File: config.mk
export PLATFORM = sky130hd
export DESIGN_NAME = toggle_edge_collector_flat
export DESIGN_NICKNAME = d
export VERILOG_FILES = /design/src/rtl/toggle_edge_collector_if.sv /design/src/rtl/toggle_edge_collector.sv /design/src/flat_wrapper.sv
export SDC_FILE = /design/constraint.sdc
export NUM_CORES = 1
export LEC_CHECK = 0
export BUFFER_PORTS_ARGS = -buffer_cell sky130_fd_sc_hd__buf_2
export CORE_MARGIN = 2
export CORE_UTILIZATION = 25
export DETAILED_ROUTE_END_ITERATION = 10
export GPL_TIMING_DRIVEN = 0
export PLACE_DENSITY = 0.44
export SLEW_MARGIN = 20
export SYNTH_ARGS = -nofsm -noshare
export SYNTH_HDL_FRONTEND = slang
export SYNTH_SLANG_ARGS = --single-unit
File: constraint.sdc
create_clock -name gbl_clk -period 14.6 [get_ports gbl_clk]
set_input_delay 1.46 -clock gbl_clk [delete_from_list [all_inputs] [get_ports gbl_clk]]
set_output_delay 1.46 -clock gbl_clk [all_outputs]
set_load 0.05 [all_outputs]
File: src/rtl/toggle_edge_collector_if.sv
`default_nettype none
// ============================================================================
// toggle_edge_collector_if : monitored vector, first-hit pulses, index stream
// Revision: 1.0
// ============================================================================
interface toggle_edge_collector_if #(
   parameter int WIDTH = 52
);
   localparam int NPTS  = 2 * WIDTH;
   localparam int CNT_W = $clog2(NPTS + 1);

   logic [WIDTH-1:0] sig;
   logic             clear;
   logic [NPTS-1:0]  valid;
   logic             idx_valid;
   logic             idx_ready;
   logic [63:0]      idx;
   logic [CNT_W-1:0] covered_cnt;
   logic             all_covered;

   modport master (
      output sig, clear, idx_ready,
      input  valid, idx_valid, idx, covered_cnt, all_covered
   );

   modport slave (
      input  sig, clear, idx_ready,
      output valid, idx_valid, idx, covered_cnt, all_covered
   );
endinterface
`default_nettype wire

File: src/rtl/toggle_edge_collector.sv
`default_nettype none
// ============================================================================
// toggle_edge_collector : sticky per-bit rise/fall cover with first-hit pulses
// and an optional serial index drain (enabled by TOGGLE_INDEX_STREAM_EN).
// Revision: 1.0
// ============================================================================
module toggle_edge_collector #(
   parameter int          WIDTH       = 52,
   parameter logic [63:0] COVER_INDEX = 64'd0,
   parameter logic [63:0] COVER_TOTAL = 64'd28338
) (
   input  wire logic              gbl_clk,
   input  wire logic              reset,
   toggle_edge_collector_if.slave bus
);
   localparam int NPTS  = 2 * WIDTH;
   localparam int CNT_W = $clog2(NPTS + 1);
   localparam int POS_W = (NPTS > 1) ? $clog2(NPTS) : 1;

   generate
      if (COVER_INDEX + 64'(NPTS) > COVER_TOTAL) begin : g_bad_cover_range
         $error("toggle_edge_collector: COVER_INDEX + 2*WIDTH exceeds COVER_TOTAL");
      end
   endgenerate

   logic [WIDTH-1:0] prev_q;
   logic             armed_q;
   logic [NPTS-1:0]  covered_q;
   logic [NPTS-1:0]  valid_q;
   logic [CNT_W-1:0] covered_cnt_q;
   logic             all_covered_q;

   logic [NPTS-1:0]  ev;
   logic [NPTS-1:0]  new_hits;
   logic [CNT_W-1:0] cnt_next;

   // Even point = rise, odd point = fall; nothing counts until armed.
   generate
      for (genvar i = 0; i < WIDTH; i++) begin : g_edge
         assign ev[2*i]   = armed_q & ~prev_q[i] &  bus.sig[i];
         assign ev[2*i+1] = armed_q &  prev_q[i] & ~bus.sig[i];
      end
   endgenerate

   assign new_hits = ev & ~covered_q;
   assign cnt_next = covered_cnt_q + CNT_W'($countones(new_hits));

   always_ff @(posedge gbl_clk) begin
      if (!reset) begin
         prev_q        <= '0;
         armed_q       <= 1'b0;
         covered_q     <= '0;
         valid_q       <= '0;
         covered_cnt_q <= '0;
         all_covered_q <= 1'b0;
      end else begin
         prev_q  <= bus.sig;
         armed_q <= 1'b1;
         if (bus.clear) begin
            covered_q     <= '0;
            valid_q       <= '0;
            covered_cnt_q <= '0;
            all_covered_q <= 1'b0;
         end else begin
            covered_q     <= covered_q | new_hits;
            valid_q       <= new_hits;
            covered_cnt_q <= cnt_next;
            all_covered_q <= (cnt_next == CNT_W'(NPTS));
         end
      end
   end

   assign bus.valid       = valid_q;
   assign bus.covered_cnt = covered_cnt_q;
   assign bus.all_covered = all_covered_q;

`ifdef TOGGLE_INDEX_STREAM_EN
   logic [NPTS-1:0]  pending_q;
   logic             idx_valid_q;
   logic [63:0]      idx_q;

   logic [NPTS-1:0]  pend_lowest;
   logic [POS_W-1:0] pend_pos;
   logic             pend_any;
   logic             load;

   always_comb begin
      pend_pos = '0;
      for (int k = NPTS - 1; k >= 0; k--) begin
         if (pending_q[k]) begin
            pend_pos = POS_W'(k);
         end
      end
   end

   assign pend_lowest = pending_q & (~pending_q + 1'b1);
   assign pend_any    = |pending_q;
   assign load        = ~idx_valid_q | bus.idx_ready;

   // A newly hit point was not pending, so draining and setting never collide.
   always_ff @(posedge gbl_clk) begin
      if (!reset) begin
         pending_q   <= '0;
         idx_valid_q <= 1'b0;
         idx_q       <= '0;
      end else if (bus.clear) begin
         pending_q   <= '0;
         idx_valid_q <= 1'b0;
      end else if (load) begin
         pending_q   <= (pending_q & ~pend_lowest) | new_hits;
         idx_valid_q <= pend_any;
         if (pend_any) begin
            idx_q <= COVER_INDEX + 64'(pend_pos);
         end
      end else begin
         pending_q <= pending_q | new_hits;
      end
   end

   assign bus.idx_valid = idx_valid_q;
   assign bus.idx       = idx_q;
`else
   logic unused_idx_ready;
   assign unused_idx_ready = bus.idx_ready;
   assign bus.idx_valid    = 1'b0;
   assign bus.idx          = 64'd0;
`endif

endmodule
`default_nettype wire

File: src/flat_wrapper.sv
// flat-port wrapper written by rule: the top's interface ports become plain ports
module toggle_edge_collector_flat 
#(
   parameter int          WIDTH       = 52,
   parameter logic [63:0] COVER_INDEX = 64'd0,
   parameter logic [63:0] COVER_TOTAL = 64'd28338
)
  (gbl_clk, reset, bus_sig, bus_clear, bus_idx_ready, bus_valid, bus_idx_valid, bus_idx, bus_covered_cnt, bus_all_covered);
  toggle_edge_collector_if #(.WIDTH(WIDTH)) bus_i ();
  input  wire logic gbl_clk;
  input  wire logic reset;
  input wire logic [$bits(bus_i.sig)-1:0] bus_sig;
  input wire logic [$bits(bus_i.clear)-1:0] bus_clear;
  input wire logic [$bits(bus_i.idx_ready)-1:0] bus_idx_ready;
  output wire logic [$bits(bus_i.valid)-1:0] bus_valid;
  output wire logic [$bits(bus_i.idx_valid)-1:0] bus_idx_valid;
  output wire logic [$bits(bus_i.idx)-1:0] bus_idx;
  output wire logic [$bits(bus_i.covered_cnt)-1:0] bus_covered_cnt;
  output wire logic [$bits(bus_i.all_covered)-1:0] bus_all_covered;
  assign bus_i.sig = bus_sig;
  assign bus_i.clear = bus_clear;
  assign bus_i.idx_ready = bus_idx_ready;
  assign bus_valid = bus_i.valid;
  assign bus_idx_valid = bus_i.idx_valid;
  assign bus_idx = bus_i.idx;
  assign bus_covered_cnt = bus_i.covered_cnt;
  assign bus_all_covered = bus_i.all_covered;
  toggle_edge_collector #(.WIDTH(WIDTH), .COVER_INDEX(COVER_INDEX), .COVER_TOTAL(COVER_TOTAL)) u_core (.gbl_clk(gbl_clk), .reset(reset), .bus(bus_i));
endmodule
==> metrics.txt, run 1 <==
# TYPE chip_impl_metric gauge
chip_impl_info{name="outcome",value="completed"} 1
chip_impl_info{name="worst_hold_path_type",value="flop to flop"} 1
chip_impl_metric{name="full_die_area",unit="sq mm"} 0.0533
chip_impl_metric{name="wl",unit="um"} 34600
chip_impl_metric{name="vdd_ir_drop_max",unit="uV"} 273
chip_impl_metric{name="synthAdderAreaFrac",unit="%"} 23.6
chip_impl_metric{name="area_fraction_in_and_or_nand_and_nor_cells_after_synthesis",unit="%"} 16.5
chip_impl_metric{name="post_cts_buffers",unit=""} 0
chip_impl_metric{name="clkSinkCount",unit=""} 269
chip_impl_metric{name="timing_worst_slew_pin_value",unit="ps"} 1060
chip_impl_metric{name="synth_top_area_share",unit="%"} 41.9
chip_impl_metric{name="synth_async_sr_flop_share",unit="%"} 0
chip_impl_info{name="startpoint_to_endpoint_class_of_the_critical_path",value="flop to flop"} 1
chip_impl_info{name="synth_top_family_by_area",value="adder cells"} 1
chip_impl_info{name="critical_path.startpoint_type",value="flop"} 1
chip_impl_info{name="cts-root-buf",value="clkbuf_16"} 1
chip_impl_metric{name="dp_hpwl",unit="um"} 27100
chip_impl_metric{name="first_global_vias",unit=""} 8893
chip_impl_metric{name="switchingPower",unit="W"} 0.00120
chip_impl_metric{name="fillerInstances",unit=""} 5406
chip_impl_metric{name="cts-hold-fix-buffers",unit=""} 0
chip_impl_metric{name="clock_insertion_delay_worst_skew",unit="ps"} 570
chip_impl_metric{name="drc",unit=""} 0
chip_impl_info{name="setup_repair_after_global_routing_missed_its_margin",value="no"} 1
chip_impl_metric{name="routabilityCongestion",unit=""} 0.762
chip_impl_metric{name="die-height",unit="um"} 231
chip_impl_metric{name="drive_above_1_share",unit="%"} 19.4
chip_impl_metric{name="slew_viol_final",unit=""} 0
chip_impl_metric{name="synth_area_per_cell",unit="sq um"} 9.73
chip_impl_metric{name="sum_of_overflow_across_all_layers_after_global_routing",unit=""} 0
chip_impl_info{name="worst_setup_path_end_kind",value="flop"} 1
chip_impl_metric{name="ctsHtreeMaxLevel",unit=""} 1
chip_impl_metric{name="placedInstanceArea",unit="sq mm"} 0.0148
chip_impl_metric{name="io_buffers",unit=""} 166
chip_impl_info{name="count_leader_synth",value="dfxtp_1"} 1
chip_impl_metric{name="seq_power_share",unit="%"} 24.5
chip_impl_metric{name="netlist_area",unit="sq mm"} 0.0129
chip_impl_metric{name="clock-skew-final",unit="ps"} 7.36
chip_impl_metric{name="required",unit="ps"} 15060
chip_impl_metric{name="period_minus_ws_final",unit="ps"} 8110
chip_impl_metric{name="crit_fanout",unit=""} 10
chip_impl_metric{name="internal-power",unit="W"} 0.00196
chip_impl_metric{name="post_synth_xor_area_fraction",unit="%"} 0.409
chip_impl_metric{name="synth-warning-count",unit=""} 0
chip_impl_metric{name="multiInputGateArea",unit="sq mm"} 0.00606
chip_impl_metric{name="finalSetupViolations",unit=""} 0
chip_impl_info{name="netlist.top_cell.by_area",value="dfxtp_1"} 1
chip_impl_info{name="synth_top_flop_cell",value="dfxtp_1"} 1
chip_impl_metric{name="grt_max_degree",unit=""} 15
chip_impl_metric{name="timing_hold_violations_final",unit=""} 0
chip_impl_metric{name="finish.net_count",unit=""} 1819
chip_impl_metric{name="cts-root-to-sink-buffers",unit=""} 3
chip_impl_metric{name="final_area",unit="sq mm"} 0.0159
chip_impl_metric{name="synth_cell_types",unit=""} 29
chip_impl_metric{name="seq_area_frac_synth",unit="%"} 41.9
chip_impl_metric{name="cellPowerDensity",unit="mW/mm^2"} 198
chip_impl_metric{name="fin_crit_sh",unit="%"} 55.5
chip_impl_metric{name="grt_util_all_layers",unit="%"} 13.2
chip_impl_metric{name="pwr-share-comb",unit="%"} 48.1
chip_impl_metric{name="power.switching_fraction",unit="%"} 38.0
chip_impl_metric{name="grt_pass1_wl",unit="um"} 52800
chip_impl_metric{name="clkPwrFrac",unit="%"} 27.4
chip_impl_metric{name="initial_core_util",unit="%"} 25.2
chip_impl_metric{name="final.setup.tns",unit="ps"} 0
chip_impl_metric{name="clock.fmax",unit="MHz"} 123
chip_impl_metric{name="worst_slew_margin_relative_to_its_limit",unit="%"} 29.2
chip_impl_metric{name="die_width",unit="um"} 231
chip_impl_metric{name="max_cap_violations",unit=""} 0
chip_impl_metric{name="cts_buffers",unit=""} 31
chip_impl_metric{name="synth_compound_area_share",unit="%"} 4.68
chip_impl_metric{name="flow.area_growth_from_synthesis",unit="%"} 23.9
chip_impl_metric{name="grt_antenna_before_repair",unit=""} 3
chip_impl_metric{name="synthesis.instances",unit=""} 1322
chip_impl_metric{name="placementRows",unit=""} 83
chip_impl_metric{name="number_of_enable_flip_flop_cells_after_synthesis",unit=""} 0
chip_impl_metric{name="drtPass1Iterations",unit=""} 4
chip_impl_info{name="netlist_top_cells_area",value="dfxtp_1 (42%), fa_1 (17%), inv_1 (7.6%), ha_1 (6.8%), nand3b_1 (6.1%)"} 1
chip_impl_metric{name="ys_ff_latch",unit=""} 269
chip_impl_metric{name="leakage",unit="nW"} 7.45
chip_impl_metric{name="share_of_cell_area_taken_by_muxes_after_synthesis",unit="%"} 0
chip_impl_metric{name="timing.reg2reg.setup_slack",unit="ps"} 6490
chip_impl_info{name="tritoncts",value="done"} 1
chip_impl_info{name="synth_commonest_cells",value="dfxtp_1 (269), inv_1 (262), nor2_1 (115), fa_1 (108), a21oi_1 (106)"} 1
chip_impl_metric{name="cts.reportedPaths.clkPinSlew",unit="ps"} 60
chip_impl_metric{name="detail_route.vias_per_cell",unit=""} 3.87
chip_impl_metric{name="ios",unit=""} 233
chip_impl_metric{name="final_antenna_net_count",unit=""} 0
chip_impl_metric{name="wire_per_inst",unit="um"} 15.1
chip_impl_metric{name="post_cts.resized_instances",unit=""} 0
chip_impl_metric{name="count_of_routing_violations_after_the_opening_detailed_route_iteration",unit=""} 318
chip_impl_metric{name="worst-endpoint-arrival",unit="ps"} 8560
chip_impl_metric{name="core_region_area",unit="sq mm"} 0.0511
chip_impl_metric{name="layout.area.seq",unit="sq mm"} 0.00539
chip_impl_metric{name="num_vias",unit=""} 8872
flip-flops by register name (all words and copies together), names as in the netlist:
name                    flops
u_core.armed_q              1
u_core.bus.all_covered      1
u_core.bus.covered_cnt      7
u_core.bus.valid          104
u_core.covered_q          104
u_core.prev_q              52
metal layers:
layer / global-route usage, % / vias to the layer above / wire length [um]
met3: 2.48 / 45 / 1450
met5: 0 / - / 25
met2: 22.3 / 159 / 16600
li1: - / 4521 / -
met1: 17.5 / 4143 / 16000
met4: 2.52 / 4 / 611
worst max-delay path, cell delays in order, from the launching register on:
cell and delay [ps]:
dfxtp_1 300, clkbuf_1 170, buf_1 810, nand3b_1 220
nor2_1 200, ha_1 140, inv_1 50, fa_1 550
inv_1 60, fa_1 480, inv_1 60, fa_1 460
fa_1 540, inv_1 50, fa_1 530, inv_1 60
fa_1 500, fa_1 520, fa_1 510, fa_1 450
fa_1 420, nor2b_1 170, o31ai_1 110, a21oi_1 170
xnor2_1 120, nor4_2 320
cells by family after synthesis:
kind of cell | after synthesis
and+or+nand+nor | 384
buffers and inverters | 368
DFF | 269
adders and majority gates | 178
AOI/OAI and AO/OA | 116
xor gates and xnor gates | 6
other | 1
layout make-up:
| cell class | count | share of cell area, % |
|---|---|---|
| Clock buffer | 38 | 5.35 |
| Clock inverter | 19 | 1.84 |
| Timing Repair Buffer | 166 | 5.21 |
| Sequential cell | 269 | 33.8 |
| Multi-Input combinational cell | 749 | 38.1 |
| Inverter | 262 | 6.17 |
| Antenna cell | 1 | 0.0157 |
| Tap cell | 680 | 5.34 |
| Buffer | 106 | 4.21 |
cells in the final DEF, fill, tap and decap left out, types with 7 or more instances in the layout:
| cell | n |
|---|---|
| a21oi_1 | 106 |
| and2_1 | 52 |
| buf_2 | 189 |
| buf_4 | 65 |
| bufinv_16 | 7 |
| clkbuf_1 | 19 |
| clkbuf_16 | 31 |
| conb_1 | 65 |
| dfxtp_1 | 269 |
| fa_1 | 108 |
| ha_1 | 70 |
| inv_1 | 262 |
| nand3b_1 | 104 |
| nor2_1 | 115 |
| nor3_1 | 104 |
worst paths after layout:
| kind | start | end | cells after the start |
|---|---|---|---|
| hold / removal | u_core.covered_q[51]$_SDFF_PP0_ | u_core.bus.valid[51]$_SDFF_PP0_ | 1 |
| hold reg to reg | u_core.covered_q[51]$_SDFF_PP0_ | u_core.bus.valid[51]$_SDFF_PP0_ | 1 |
| setup / recovery | u_core.armed_q$_DFF_P_ | u_core.bus.all_covered$_SDFF_PP0_ | 25 |
| setup reg to reg | u_core.armed_q$_DFF_P_ | u_core.bus.all_covered$_SDFF_PP0_ | 25 |
power groups by stage:
stage,clock (W),combinational (W),sequential [W]
2_1_floorplan,0,0.00119,0.000817
3_3_place_gp,0,0.00152,0.000789
3_5_place_dp,0,0.00153,0.000790
4_1_cts,0.000894,0.00156,0.000773
5_1_grt,0.000923,0.00177,0.000776
6_report,0.000867,0.00152,0.000773
through the flow:
step / util [%] / std cells / hold slack (ps) / setup slack [ps] / power [W]
4_1_cts: 31.2 / 2289 / 452 / 6270 / 0.00323
2_1_floorplan: - / 1386 / 425 / 6840 / 0.00201
6_report: 31.2 / 2290 / 449 / 6490 / 0.00316
3_3_place_gp: 28.9 / 2232 / 441 / 6020 / 0.00231
3_5_place_dp: 28.9 / 2232 / 443 / 6000 / 0.00232
5_1_grt: 31.2 / 2289 / 465 / 5990 / 0.00347
No activity file was read; power rests on OpenSTA's default activity.
==> run 2, diff against run 1 <==
- PLACE_DENSITY: 0.44 -> 0.46
- clock period: 14.6 -> 6.5 ns (I/O delays scaled with it)
==> metrics.txt, run 2 (same netlist as run 1, synthesis figures left out) <==
# TYPE chip_impl_metric gauge
chip_impl_info{name="outcome",value="complete, but fails checks"} 1
chip_impl_info{name="violations",value="setup timing"} 1
chip_impl_info{name="tritoncts",value="done"} 1
chip_impl_metric{name="clkPwrFrac",unit="%"} 25.6
chip_impl_metric{name="post-layout-total-power",unit="W"} 0.00761
chip_impl_metric{name="seq_power_share",unit="%"} 22.9
chip_impl_metric{name="leakage",unit="nW"} 7.60
chip_impl_metric{name="count_of_routing_violations_after_the_opening_detailed_route_iteration",unit=""} 284
chip_impl_metric{name="cts.reportedPaths.clkPinSlew",unit="ps"} 60
chip_impl_metric{name="num_vias",unit=""} 9025
chip_impl_metric{name="core_region_area",unit="sq mm"} 0.0511
chip_impl_metric{name="clkSinkCount",unit=""} 269
chip_impl_metric{name="cp_num_buf_inv",unit=""} 9
chip_impl_metric{name="cts-root-to-sink-buffers",unit=""} 3
chip_impl_metric{name="crit_fanout",unit=""} 8
chip_impl_metric{name="ctsHtreeMaxLevel",unit=""} 2
chip_impl_metric{name="sum_of_overflow_across_all_layers_after_global_routing",unit=""} 0
chip_impl_metric{name="slew_viol_final",unit=""} 0
chip_impl_metric{name="dp_hpwl",unit="um"} 27100
chip_impl_info{name="layout_commonest_cell",value="dfxtp_1"} 1
chip_impl_metric{name="initial_core_util",unit="%"} 25.2
chip_impl_metric{name="first_global_vias",unit=""} 9066
chip_impl_info{name="worst_setup_path_end_kind",value="flop"} 1
chip_impl_metric{name="max_cap_violations",unit=""} 0
chip_impl_metric{name="required",unit="ps"} 6930
chip_impl_info{name="crit-reg2reg-launch",value="u_core.armed_q$_DFF_P_"} 1
chip_impl_info{name="gr-max-usage-layer",value="met2"} 1
chip_impl_info{name="most-common-layout-cells",value="dfxtp_1 (268), inv_1 (258), buf_2 (182)"} 1
chip_impl_info{name="worstHoldStart",value="bus_sig[51]"} 1
chip_impl_metric{name="groute.layer.met1.usage",unit="%"} 17.3
chip_impl_metric{name="grt_use_met3",unit="%"} 3.14
chip_impl_metric{name="cellPowerDensity",unit="mW/mm^2"} 466
chip_impl_metric{name="finish.utilization",unit="%"} 31.9
chip_impl_metric{name="finalSetupViolations",unit=""} 7
chip_impl_metric{name="fillerInstances",unit=""} 5425
chip_impl_metric{name="ios",unit=""} 233
chip_impl_metric{name="io_buffers",unit=""} 166
chip_impl_metric{name="drc",unit=""} 0
chip_impl_metric{name="switchingPower",unit="W"} 0.00285
chip_impl_metric{name="worst-endpoint-arrival",unit="ps"} 7600
chip_impl_metric{name="die_width",unit="um"} 231
chip_impl_metric{name="pwr-share-comb",unit="%"} 51.5
chip_impl_metric{name="routabilityCongestion",unit=""} 0.755
chip_impl_info{name="critPathLaunch",value="u_core.armed_q$_DFF_P_"} 1
chip_impl_metric{name="full_die_area",unit="sq mm"} 0.0533
chip_impl_metric{name="wl",unit="um"} 35000
chip_impl_metric{name="detail_route.vias_per_cell",unit=""} 3.91
chip_impl_metric{name="cts_buffers",unit=""} 34
chip_impl_metric{name="clock.fmax",unit="MHz"} 139
chip_impl_metric{name="final_antenna_net_count",unit=""} 0
chip_impl_metric{name="max_stage_delay",unit="ps"} 550
chip_impl_metric{name="wire_per_inst",unit="um"} 15.2
chip_impl_info{name="setup_repair_after_global_routing_missed_its_margin",value="yes"} 1
chip_impl_metric{name="timing.final.ws_setup",unit="ps"} -674
chip_impl_metric{name="worst_slew_margin_relative_to_its_limit",unit="%"} 48.6
chip_impl_metric{name="cts-hold-fix-buffers",unit=""} 0
chip_impl_info{name="path_delay_family",value="adder cells"} 1
chip_impl_info{name="critical_path.startpoint_type",value="flop"} 1
chip_impl_metric{name="flow.area_growth_from_synthesis",unit="%"} 26.8
chip_impl_info{name="crit_path_frequent_cell",value="fa_1"} 1
chip_impl_metric{name="clock_insertion_delay_worst_skew",unit="ps"} 540
chip_impl_metric{name="grt_max_degree",unit=""} 14
chip_impl_metric{name="hold-worst-slack",unit="ps"} 339
chip_impl_info{name="worst_hold_path_type",value="primary input to flop"} 1
chip_impl_metric{name="die-height",unit="um"} 231
chip_impl_metric{name="grt_util_met2",unit="%"} 22.3
chip_impl_metric{name="placementRows",unit=""} 83
chip_impl_info{name="startpoint_to_endpoint_class_of_the_critical_path",value="flop to flop"} 1
chip_impl_metric{name="grt_antenna_before_repair",unit=""} 4
chip_impl_metric{name="timing.reg2reg.setup_slack",unit="ps"} -670
chip_impl_metric{name="vdd_ir_drop_max",unit="uV"} 584
chip_impl_metric{name="period_minus_ws_final",unit="ps"} 7170
chip_impl_metric{name="timing_hold_violations_final",unit=""} 0
chip_impl_metric{name="timing_worst_slew_pin_value",unit="ps"} 771
chip_impl_metric{name="clock-skew-final",unit="ps"} 21.6
chip_impl_metric{name="finish.net_count",unit=""} 1836
chip_impl_metric{name="drtPass1Iterations",unit=""} 5
chip_impl_metric{name="internal-power",unit="W"} 0.00475
chip_impl_metric{name="detailedPlace.worstSlack",unit="ps"} -1540
chip_impl_metric{name="drive_above_1_share",unit="%"} 21.9
chip_impl_metric{name="fin_crit_sh",unit="%"} 110
chip_impl_info{name="cpMaxStageDelayCell",value="fa_1"} 1
chip_impl_info{name="cts-root-buf",value="clkbuf_16"} 1
chip_impl_metric{name="grt_pass1_wl",unit="um"} 53000
chip_impl_metric{name="power.switching_fraction",unit="%"} 37.5
chip_impl_metric{name="grt_util_all_layers",unit="%"} 13.4
run 2: cell type report:
type	count	area (sq um)	share of cell area, %
Clock buffer	47	1040	6.40
Multi-Input combinational cell	749	6140	37.7
Antenna cell	1	2.50	0.0153
Clock inverter	14	140	0.859
Sequential cell	269	5390	33.0
Inverter	262	983	6.03
Timing Repair Buffer	180	961	5.89
Buffer	106	798	4.90
Tap cell	680	851	5.22
run 2: worst register-to-register path, delay by kind of cell (launching register included):
kind / cells / cell delay (ps)
AO/OA/AOI/OAI: 2 / 290
adder cells (fa/ha/maj): 11 / 5060
AND/OR/NAND/NOR: 5 / 620
flip-flops: 1 / 320
buffers and inverters: 9 / 780
run 2: repair_timing:
action / CTS / global route
endpoints found under the hold margin: 0 / 0
pin swaps: 6 / 5
setup endpoints to repair: 8 / 8
gates resized for setup: 44 / 14
buffers inserted: 10 / 4
run 2: layer usage:
layer,vias to the layer above,wire length [um]
met4,4,685
li1,4562,-
met2,170,16700
met3,47,1640
met5,-,24
met1,4242,16000
run 2: final timing paths:
check | end | cells after the start
max reg2reg | u_core.bus.all_covered$_SDFF_PP0_ | 27
max | u_core.bus.all_covered$_SDFF_PP0_ | 27
min reg2reg | u_core.bus.valid[21]$_SDFF_PP0_ | 1
min | u_core.prev_q[51]$_SDFF_PN0_ | 2
run 2: through the flow:
stage | TNS [ps] | std cells | instance area (sq um)
after floorplan | -423 | 1386 | 13100
after global placement | -8380 | 2232 | 14800
after detailed placement | -9180 | 2232 | 14800
after CTS | -3180 | 2303 | 16200
after global routing | -5390 | 2307 | 16300
final | -3170 | 2308 | 16300
run 2: power by group through the flow:
stage          Clock [W]  Combinational (W)  Sequential, W
6_report         0.00195            0.00392        0.00174
5_1_grt          0.00208            0.00455        0.00174
4_1_cts          0.00202            0.00362        0.00174
3_5_place_dp           0            0.00343        0.00177
3_3_place_gp           0            0.00343        0.00177
2_1_floorplan          0            0.00266        0.00183
==> run 3, diff against run 2 <==
- PLACE_DENSITY: 0.46 -> 0.44
- clock period: 6.5 -> 7.02 ns (I/O delays scaled with it)
==> metrics.txt, run 3 (same netlist as run 1, synthesis figures left out) <==
# TYPE chip_impl_metric gauge
chip_impl_metric{name="grt_util_all_layers",unit="%"} 13.3
chip_impl_metric{name="required",unit="ps"} 7450
chip_impl_metric{name="grt_max_degree",unit=""} 13
chip_impl_metric{name="max_cap_violations",unit=""} 0
chip_impl_metric{name="die-height",unit="um"} 231
chip_impl_metric{name="wire_per_inst",unit="um"} 15.2
chip_impl_metric{name="leakage",unit="nW"} 7.66
chip_impl_metric{name="placementRows",unit=""} 83
chip_impl_metric{name="ios",unit=""} 233
chip_impl_metric{name="layout.area.seq",unit="sq mm"} 0.00539
chip_impl_info{name="layout_commonest_cell",value="dfxtp_1"} 1
chip_impl_metric{name="place_inst",unit=""} 2232
chip_impl_metric{name="finish.net_count",unit=""} 1844
chip_impl_metric{name="clkSinkCount",unit=""} 269
chip_impl_metric{name="cts-root-to-sink-buffers",unit=""} 3
chip_impl_metric{name="dp_hpwl",unit="um"} 27000
chip_impl_info{name="worst_hold_path_type",value="primary input to flop"} 1
chip_impl_info{name="startpoint_to_endpoint_class_of_the_critical_path",value="flop to flop"} 1
chip_impl_metric{name="max_stage_delay",unit="ps"} 600
chip_impl_metric{name="finalSetupViolations",unit=""} 3
chip_impl_metric{name="timing_worst_slew_pin_value",unit="ps"} 787
chip_impl_metric{name="drtPass1Iterations",unit=""} 4
chip_impl_metric{name="cts_buffers",unit=""} 34
chip_impl_metric{name="clock_insertion_delay_worst_skew",unit="ps"} 530
chip_impl_metric{name="finish.utilization",unit="%"} 32.2
chip_impl_metric{name="drc",unit=""} 0
chip_impl_info{name="cts-root-buf",value="clkbuf_16"} 1
chip_impl_info{name="crit-reg2reg-launch",value="u_core.armed_q$_DFF_P_"} 1
chip_impl_info{name="worst_setup_path_end_kind",value="flop"} 1
chip_impl_metric{name="post_layout_nonfiller_instances",unit=""} 2317
chip_impl_metric{name="io_buffers",unit=""} 166
chip_impl_metric{name="detail_route.vias_per_cell",unit=""} 3.90
chip_impl_metric{name="fillerInstances",unit=""} 5359
chip_impl_info{name="critical_path.startpoint_type",value="flop"} 1
chip_impl_info{name="cpMaxStageDelayCell",value="fa_1"} 1
chip_impl_metric{name="final_area",unit="sq mm"} 0.0165
chip_impl_metric{name="timing.final.ws_setup",unit="ps"} -202
chip_impl_info{name="worstHoldStart",value="bus_sig[8]"} 1
chip_impl_metric{name="crit_fanout",unit=""} 8
chip_impl_metric{name="flow.area_growth_from_synthesis",unit="%"} 28.0
chip_impl_metric{name="hold-worst-slack",unit="ps"} 398
chip_impl_metric{name="worst_slew_margin_relative_to_its_limit",unit="%"} 47.5
chip_impl_metric{name="timing_hold_violations_final",unit=""} 0
chip_impl_info{name="worstHoldEndpoint",value="u_core.prev_q[8]$_SDFF_PN0_"} 1
chip_impl_metric{name="die_width",unit="um"} 231
chip_impl_metric{name="clock.fmax",unit="MHz"} 138
chip_impl_metric{name="timing.hold.worst_path_depth",unit=""} 2
chip_impl_metric{name="num_vias",unit=""} 9036
chip_impl_metric{name="sum_of_overflow_across_all_layers_after_global_routing",unit=""} 0
chip_impl_metric{name="drive_above_1_share",unit="%"} 23.3
chip_impl_metric{name="timing.reg2reg.setup_slack",unit="ps"} -200
chip_impl_metric{name="multiInputGateArea",unit="sq mm"} 0.00618
chip_impl_metric{name="fin_crit_sh",unit="%"} 103
chip_impl_info{name="violations",value="setup timing"} 1
chip_impl_metric{name="cellPowerDensity",unit="mW/mm^2"} 450
chip_impl_metric{name="clock-skew-final",unit="ps"} 14.7
chip_impl_info{name="rr_endpoint",value="u_core.bus.all_covered$_SDFF_PP0_"} 1
chip_impl_metric{name="placedInstanceArea",unit="sq mm"} 0.0148
chip_impl_metric{name="wl",unit="um"} 35100
chip_impl_metric{name="full_die_area",unit="sq mm"} 0.0533
chip_impl_metric{name="vdd_ir_drop_max",unit="uV"} 675
chip_impl_metric{name="first_global_vias",unit=""} 8872
chip_impl_metric{name="count_of_routing_violations_after_the_opening_detailed_route_iteration",unit=""} 313
chip_impl_metric{name="worst-endpoint-arrival",unit="ps"} 7650
chip_impl_metric{name="routabilityCongestion",unit=""} 0.755
chip_impl_metric{name="cts.reportedPaths.clkPinSlew",unit="ps"} 60
chip_impl_info{name="tritoncts",value="done"} 1
chip_impl_info{name="setup_repair_after_global_routing_missed_its_margin",value="yes"} 1
chip_impl_info{name="crit_path_frequent_cell",value="fa_1"} 1
chip_impl_info{name="outcome",value="complete, but fails checks"} 1
chip_impl_metric{name="detailedPlace.worstSlack",unit="ps"} -1210
chip_impl_metric{name="core_region_area",unit="sq mm"} 0.0511
chip_impl_metric{name="final_antenna_net_count",unit=""} 0
chip_impl_metric{name="rr_worst_depth",unit=""} 25
chip_impl_metric{name="slew_viol_final",unit=""} 0
chip_impl_info{name="most-common-layout-cells",value="dfxtp_1 (268), inv_1 (252), buf_2 (182)"} 1
chip_impl_metric{name="ctsHtreeMaxLevel",unit=""} 2
chip_impl_metric{name="period_minus_ws_final",unit="ps"} 7220
chip_impl_metric{name="grt_pass1_wl",unit="um"} 52600
chip_impl_metric{name="grt_antenna_before_repair",unit=""} 4
chip_impl_metric{name="initial_core_util",unit="%"} 25.2
==> run 3: worst max path at each step <==
stage / startpoint / endpoint / slack [ps]
6_report: u_core.armed_q$_DFF_P_ / u_core.bus.all_covered$_SDFF_PP0_ / -200
5_1_grt: u_core.armed_q$_DFF_P_ / u_core.bus.all_covered$_SDFF_PP0_ / -410
4_1_cts: u_core.armed_q$_DFF_P_ / u_core.bus.all_covered$_SDFF_PP0_ / -210
3_5_place_dp: u_core.armed_q$_DFF_P_ / u_core.bus.all_covered$_SDFF_PP0_ / -1210
3_3_place_gp: u_core.armed_q$_DFF_P_ / u_core.bus.all_covered$_SDFF_PP0_ / -1200
2_1_floorplan: u_core.armed_q$_DFF_P_ / u_core.bus.all_covered$_SDFF_PP0_ / 4
==> run 3: final cells by class <==
| type | instances | share of cell area, % |
|---|---|---|
| Multi-Input combinational cell | 749 | 37.5 |
| Sequential cell | 269 | 32.7 |
| Timing Repair Buffer | 190 | 6.40 |
| Clock buffer | 47 | 6.28 |
| Inverter | 262 | 5.97 |
| Tap cell | 680 | 5.17 |
| Buffer | 104 | 4.73 |
| Clock inverter | 15 | 1.16 |
| Antenna cell | 1 | 0.0152 |
==> run 3: repair_timing <==
action	CTS	global route
buffers inserted	16	7
pin swaps	17	24
endpoints found under the setup margin	8	5
gates resized for setup	53	39
hold buffers	0	0
cloned	0	1
==> run 3: per-layer routing <==
layer  vias up  share of wire [%]  global-route usage (%)
met5         -              0.077                       0
li1       4586                  -                       -
met4         4                1.9                    3.35
met3        45                4.7                    3.08
met2       175                 47                    22.0
met1      4226                 46                    17.4
==> run 3: worst max-delay path: cells and delay by family, from the launching register on <==
| family | cells | cell delay, ps |
|---|---|---|
| flip-flops | 1 | 380 |
| AO/OA/AOI/OAI | 2 | 280 |
| adder cells (fa/ha/maj) | 11 | 5150 |
| AND/OR/NAND/NOR | 5 | 770 |
| buffers and inverters | 7 | 520 |
==> run 3: metrics by stage <==
stage                     setup TNS, ps  power [W]
after floorplan                       0    0.00418
after detailed placement          -5190    0.00482
after CTS                          -461    0.00707
final                              -308    0.00741
after global routing              -1180    0.00809
after global placement            -5120    0.00481
==> run 3: where the power goes <==
| group | switching [W] | internal (W) | total (W) |
|---|---|---|---|
| clock network | 0.000690 | 0.00118 | 0.00187 |
| logic | 0.00207 | 0.00186 | 0.00393 |
| registers | 0.0000242 | 0.00159 | 0.00161 |
| total | 0.00278 | 0.00463 | 0.00741 |
